==> config.mk <==
export PLATFORM = sky130hd
export DESIGN_NAME = rom_burst_arbiter
export DESIGN_NICKNAME = d
export VERILOG_FILES = /design/src/rtl/rom_burst_pkg.sv /design/src/rtl/rom_rr_arb.sv /design/src/rtl/rom_burst_arbiter.sv
export SDC_FILE = /design/constraint.sdc
export NUM_CORES = 1
export LEC_CHECK = 0
export ABC_AREA = 1
export CAP_MARGIN = 30
export CELL_PAD_IN_SITES_DETAIL_PLACEMENT = 1
export CELL_PAD_IN_SITES_GLOBAL_PLACEMENT = 2
export CORE_ASPECT_RATIO = 1.25
export CORE_UTILIZATION = 23
export CTS_BUF_LIST = sky130_fd_sc_hd__clkbuf_16
export DETAILED_ROUTE_END_ITERATION = 10
export PLACE_DENSITY_LB_ADDON = 0.15
export SLEW_MARGIN = 15
export SYNTH_ARGS = -nofsm -noshare
export SYNTH_HDL_FRONTEND = slang
export SYNTH_SLANG_ARGS = --single-unit
==> constraint.sdc <==
create_clock -name clk -period 3.65 [get_ports clk]
set_input_delay 0.73 -clock clk [delete_from_list [all_inputs] [get_ports clk]]
set_output_delay 0.73 -clock clk [all_outputs]
set_load 0.005 [all_outputs]
==> src/rtl/rom_burst_pkg.sv <==
// Shared definitions for the ROM burst arbiter.
//   ADDR_W_DEFAULT : default ROM address width (32 words)
//   DATA_W_DEFAULT : default ROM data width
//   state_e        : burst FSM states
package rom_burst_pkg;

  localparam int unsigned ADDR_W_DEFAULT = 5;
  localparam int unsigned DATA_W_DEFAULT = 14;

  typedef enum logic [1:0] {
    IDLE  = 2'd0,
    ISSUE = 2'd1,
    DRAIN = 2'd2
  } state_e;

endpackage

==> src/rtl/rom_rr_arb.sv <==
// Two-way round-robin selector.
//   req    : per-requester request levels
//   last   : 1 when requester 1 was granted most recently, 0 for requester 0
//   winner : one-hot selected requester (all zero when nothing is requested)
module rom_rr_arb
  import rom_burst_pkg::*;
(
  input  logic [1:0] req,
  input  logic       last,
  output logic [1:0] winner
);

  always_comb begin
    winner = 2'b00;
    case (req)
      2'b01:   winner = 2'b01;
      2'b10:   winner = 2'b10;
      // On a tie the requester that was not served last goes first.
      2'b11:   winner = last ? 2'b01 : 2'b10;
      default: winner = 2'b00;
    endcase
  end

endmodule

==> src/rtl/rom_burst_arbiter.sv <==
// Arbitrates two burst readers onto a single synchronous ROM port.
//   clk, reset              : clock, asynchronous active-high reset
//   req                     : level requests, held until the matching grant bit is seen
//   start_addr0/1, len_m1_0/1 : burst start address and length-minus-one per requester
//   grant                   : one-cycle one-hot pulse when a burst is accepted
//   busy                    : high while a burst is being issued or drained
//   rom_addr / rom_q        : ROM address (registered) and ROM data (one cycle later)
//   rd_data, rd_valid, rd_last : returned data, owning requester, final-word flag
module rom_burst_arbiter
  import rom_burst_pkg::*;
#(
  parameter int unsigned ADDR_W = ADDR_W_DEFAULT,
  parameter int unsigned DATA_W = DATA_W_DEFAULT
) (
  input  logic              clk,
  input  logic              reset,
  input  logic [1:0]        req,
  input  logic [ADDR_W-1:0] start_addr0,
  input  logic [ADDR_W-1:0] start_addr1,
  input  logic [ADDR_W-1:0] len_m1_0,
  input  logic [ADDR_W-1:0] len_m1_1,
  output logic [1:0]        grant,
  output logic              busy,
  output logic [ADDR_W-1:0] rom_addr,
  input  logic [DATA_W-1:0] rom_q,
  output logic [DATA_W-1:0] rd_data,
  output logic [1:0]        rd_valid,
  output logic              rd_last
);

  state_e            state_q, state_d;
  logic [1:0]        grant_q, grant_d;
  logic [1:0]        owner_q, owner_d;
  logic [1:0]        rd_valid_q, rd_valid_d;
  logic              rd_last_q, rd_last_d;
  // 1 when requester 1 holds the most recent grant.
  logic              last_q, last_d;
  logic [ADDR_W-1:0] addr_q, addr_d;
  // Words still to issue after the current one.
  logic [ADDR_W-1:0] cnt_q, cnt_d;
  logic [1:0]        winner;

  rom_rr_arb u_arb (
    .req    (req),
    .last   (last_q),
    .winner (winner)
  );

  always_ff @(posedge clk or posedge reset) begin
    if (reset) begin
      state_q    <= IDLE;
      grant_q    <= 2'b00;
      owner_q    <= 2'b00;
      rd_valid_q <= 2'b00;
      rd_last_q  <= 1'b0;
      last_q     <= 1'b1;
      addr_q     <= '0;
      cnt_q      <= '0;
    end else begin
      state_q    <= state_d;
      grant_q    <= grant_d;
      owner_q    <= owner_d;
      rd_valid_q <= rd_valid_d;
      rd_last_q  <= rd_last_d;
      last_q     <= last_d;
      addr_q     <= addr_d;
      cnt_q      <= cnt_d;
    end
  end

  always_comb begin
    state_d    = state_q;
    grant_d    = 2'b00;
    owner_d    = owner_q;
    rd_valid_d = 2'b00;
    rd_last_d  = 1'b0;
    last_d     = last_q;
    addr_d     = addr_q;
    cnt_d      = cnt_q;

    case (state_q)
      IDLE: begin
        if (|req) begin
          state_d = ISSUE;
          grant_d = winner;
          owner_d = winner;
          last_d  = winner[1];
          addr_d  = winner[1] ? start_addr1 : start_addr0;
          cnt_d   = winner[1] ? len_m1_1 : len_m1_0;
        end
      end
      ISSUE: begin
        // The word addressed now comes back from the ROM next cycle, so
        // the valid/last flags are registered alongside it.
        rd_valid_d = owner_q;
        rd_last_d  = (cnt_q == '0);
        if (cnt_q == '0) begin
          state_d = DRAIN;
        end else begin
          addr_d = addr_q + ADDR_W'(1);
          cnt_d  = cnt_q - ADDR_W'(1);
        end
      end
      DRAIN: begin
        state_d = IDLE;
      end
      default: begin
        state_d = IDLE;
      end
    endcase
  end

  assign grant    = grant_q;
  assign busy     = (state_q != IDLE);
  assign rom_addr = addr_q;
  assign rd_data  = rom_q;
  assign rd_valid = rd_valid_q;
  assign rd_last  = rd_last_q;

endmodule

# Word level (Yosys, flattened, before mapping)
# Index checks and enable logic that the tools add are counted.
[totals] inputBits=38 ff_bits=20 output_inout_bits=25
[classes] eq_ne=7 muxes=17 addsub=2 n_reduce_logical=8
[op_table] cell="$mux W5" n=6
[op_table] cell="$pmux W5 S2" n=2
[op_table] cell="$mux W2" n=6
[op_table] cell="$ne A2 B2 Y1 const B" n=3
[op_table] cell="$pmux W2 S3" n=1
[op_table] cell="$add A5 B1 Y5 const B" n=1
[op_table] cell="$logic_not A5 Y1" n=1
[op_table] cell="$sub A5 B1 Y5 const B" n=1
[op_table] cell="$eq A2 B1 Y1 const B" n=2
[op_table] cell="$eq A2 B2 Y1 const B" n=2
[op_table] cell="$pmux W2 S2" n=1
[op_table] cell="$reduce_and A2 Y1" n=2
[op_table] cell="$reduce_bool A2 Y1" n=2
[op_table] cell="$reduce_and A3 Y1" n=1
[op_table] cell="$logic_not A2 Y1" n=1
[op_table] cell="$reduce_or A2 Y1" n=1
[op_table] cell="$mux W1" n=1

# Logic depth before layout (Yosys ltp)
[logic_depth] ltp_word=5 mapped_depth=8 ltp_nobuf=7

# Hierarchy
# From an unflattened synthesis, not the netlist that was laid out.
[unflattened] cells_unflattened=167 hier_area_um2=1263.7
[modules_own_cells] module="rom_burst_arbiter" cells_each=162 instances=1 area_each_um2=1242.4
[modules_own_cells] module="rom_rr_arb" cells_each=5 instances=1 area_each_um2=21.3

# Worst setup path before layout
# Ideal clock, no wire load.
[synth_path] kind="input-to-output" start="input rom_q[0]" end="output rd_data[0]" path_stages=1 path_slack_ns=2.079 arrival_ns=0.841 required_time_ns=2.920 n_path_buf=1 cell_sequence="buf_4"
[synth_rtl] item="start: declaration" line="rom_burst_arbiter.sv:25" text="input logic [DATA_W-1:0] rom_q,"
[synth_rtl] item="end: declaration" line="rom_burst_arbiter.sv:26" text="output logic [DATA_W-1:0] rd_data,"
# No word-level cell between the ends.

# Worst setup path in the final report
[layout_path] start="register state_q[1]" end="output busy"
[layout_between] elab_chain_len=1
[layout_lines] item="start: declaration" line="rom_burst_arbiter.sv:31" text="state_e state_q, state_d;"
[layout_lines] item="start signal: assignment" line="rom_burst_arbiter.sv:60" text="state_q <= state_d;"
[layout_lines] item="$reduce_bool A2 Y1" line="rom_burst_arbiter.sv:114" text="assign busy = (state_q != IDLE);"
[layout_lines] item="end: declaration" line="rom_burst_arbiter.sv:23" text="output logic busy,"
# Every way passes these cells.

==> results.py <==
metrics = {
    "global_routing": {
        "grt_pass1_wl_um": 6090,
        "overflow": 0,
        "grt_max_degree": 21,
        "grt_pass1_vias": 1244,
        "antenna_found_initial": 0,
        "track_usage_pct": 12.8,
    },
    "final_layout": {
        "diodes": 0,
        "multi_input_area_um2": 572,
        "layout.cells.most_common_list": "nand2_1, clkdlybuf4s50_1, nand3_1, inv_1, dfrtp_1",
        "layout_commonest_cell": "nand2_1",
        "fillers": 672,
        "ff_latch_area_um2": 502,
        "finish.instance_area_mm2": 0.00167,
        "nets": 240,
        "instances_no_fill": 263,
        "area_growth_pct": 24.6,
        "drive_gt1_share_pct": 8.04,
    },
    "floorplanning": {
        "ios": 63,
        "start_util_pct": 24.4,
        "die_w_um": 70.4,
        "fp.dieH_um": 87.5,
        "coreArea_mm2": 0.00552,
        "rows": 30,
        "dieArea_mm2": 0.00615,
    },
    "drt": {
        "vias_per_cell": 4.51,
        "wire_per_inst_um": 14.1,
        "drt_pass1_iterations": 3,
        "drt_iter0_markers": 19,
        "drc": 0,
        "vias": 1186,
        "ant_nets": 0,
        "wirelength_um": 3710,
    },
    "clock_network": {
        "cts_buffer_depth": 2,
        "cts_tree": "yes",
        "cts_sinks": 20,
        "numCtsBuffers": 3,
        "cts_resized": 0,
        "clkTransAtPathRegs_ns": 0.06,
        "postCtsHoldBufs": 0,
        "root_buffer": "clkbuf_16",
        "insertion_delay_ns": 0.25,
        "h-tree-depth": 1,
        "post_cts_buffers": 0,
    },
    "timing": {
        "layout_setup_ws_ns": 1.53,
        "finalHoldViolations": 0,
        "rsz0062_at_grt": "false",
        "fin_crit_sh_pct": 58.0,
        "fin_tns_setup_ns": 0,
        "max_freq_ghz": 0.472,
        "tightest_slew_ns": 0.787,
        "slew_headroom_pct": 47.5,
        "fin_crit_ns": 2.12,
        "fin_skew_ns": 0.00319,
        "setup_viol": 0,
        "slew_violations": 0,
    },
    "placed_design": {
        "pre_cts_slack_ns": 1.27,
        "dp.cells": 259,
        "finalWeightedCongestion": 0.688,
        "numPortBuffers": 34,
        "post_dp_cell_area_mm2": 0.00160,
        "dpl.hpwl_um": 2770,
    },
    "worst_setup_path": {
        "crit_type": "reg -> out",
        "cp_max_fo": 2,
        "worstSetupEndpointType": "output pin",
        "cp-start-kind": "flip-flop",
        "worstPathRequired_ns": 2.92,
        "crit_arrival_ns": 1.39,
    },
    "pwr": {
        "power.leakage_nw": 0.860,
        "p_total_mw": 1.36,
        "power.density_mw_per_mm2": 811,
        "ir_drop_v": 0.000193,
    },
    "logic_synthesis": {
        "ys_ff_latch": 20,
        "ys_warn_count": 0,
        "syn_area_mm2": 0.00134,
        "ys_types": 21,
        "synth_area_per_cell_um2": 7.42,
        "syn-num-nets": 221,
        "syn-instance-count": 181,
        "ys_seq_area_share_pct": 37.3,
    },
    "run": {
        "max-cap-violations": 0,
    },
    "hold_path": {
        "hp-class": "reg -> reg",
    },
    "run_status": {
        "status": "completed",
    },
}
-- report_power, final --
group | internal (mW) | leakage [nW] | switching (mW)
registers | 0.330 | 0.247 | 0.0954
clock network | 0.146 | 0.0385 | 0.0812
logic | 0.294 | 0.575 | 0.411
total | 0.771 | 0.860 | 0.588
-- cell type report --
class,count,area share [%]
clock buffer,3,4.48
clock inverter,1,0.224
inverter,25,5.61
multi-input combinational,115,34.2
timing repair buffer,35,20.8
tap,64,4.78
sequential,20,30.0
-- state kept, by name, indices dropped and copies added (netlist names) --
register  flops
rom_addr      5
rd_valid      2
owner_q       2
state_q       2
rd_last       1
last_q        1
grant         2
cnt_q         5
-- worst max-delay path, cell delays in order, from the launching register on --
cell	delay (ns)
dfrtp_1	0.41
nor2_1	0.19
inv_1	0.09
clkdlybuf4s50_1	0.45
-- cells in the mapped netlist --
| cell type | instances | area, µm² |
|---|---|---|
| nand2_1 | 53 | 199 |
| nand3_1 | 32 | 160 |
| inv_1 | 24 | 90.1 |
| dfrtp_1 | 19 | 475 |
| buf_4 | 16 | 120 |
| nor2_1 | 7 | 26.3 |
| buf_6 | 5 | 56.3 |
| nand3b_1 | 5 | 37.5 |
| nand2_2 | 3 | 18.8 |
| ha_1 | 2 | 25.0 |
| nand3_2 | 2 | 20.0 |
| nand4_1 | 2 | 12.5 |
| nor2_2 | 2 | 12.5 |
| xor2_1 | 2 | 17.5 |
| dfstp_2 | 1 | 26.3 |
| inv_2 | 1 | 3.75 |
| nand2_4 | 1 | 11.3 |
| nor2_4 | 1 | 11.3 |
| o21ai_0 | 1 | 5.00 |
| o21ai_2 | 1 | 8.76 |
| or2_1 | 1 | 6.26 |
-- metrics by stage --
| step | hold slack (ns) | util, % |
|---|---|---|
| floorplan | 0.449 | - |
| global placement | 0.469 | 28.9 |
| detailed placement | 0.479 | 28.9 |
| CTS | 0.489 | 30.3 |
| global route | 0.519 | 30.3 |
| finish | 0.487 | 30.3 |
-- logic make-up (layout without fill, tap and decap cells) --
group           after synthesis  count (layout)  share of synthesized area [%]
flops                        20              20                           37.3
buf+inv                      46              64                           20.1
compound gates                2               2                           1.02
xor+xnor                      2               2                           1.30
fa+ha+maj                     2               2                           1.86
simple gates                109             109                           38.4
-- layer usage --
| layer | GRT usage, % | wire, µm | vias to the layer above |
|---|---|---|---|
| met4 | 5.64 | 57 | 0 |
| met1 | 14.5 | 1590 | 557 |
| li1 | - | - | 581 |
| met2 | 22.8 | 1860 | 43 |
| met5 | 0 | 0 | - |
| met3 | 3.13 | 201 | 5 |
-- final timing paths --
path | start | endpoint | slack [ns] | cells past startpoint
worst min-delay path | last_q | last_q | 0.49 | 2
max in group asynchronous | reset | rom_addr[0] | 2.23 | 2
worst max register to register | cnt_q[0] | cnt_q[1] | 1.99 | 7
worst max-delay path | state_q[1] | busy | 1.53 | 3
worst min register to register | last_q | last_q | 0.49 | 2
min in group asynchronous | reset | rd_valid[1] | 0.93 | 2
Note: power is estimated with default switching activity, not from simulation.
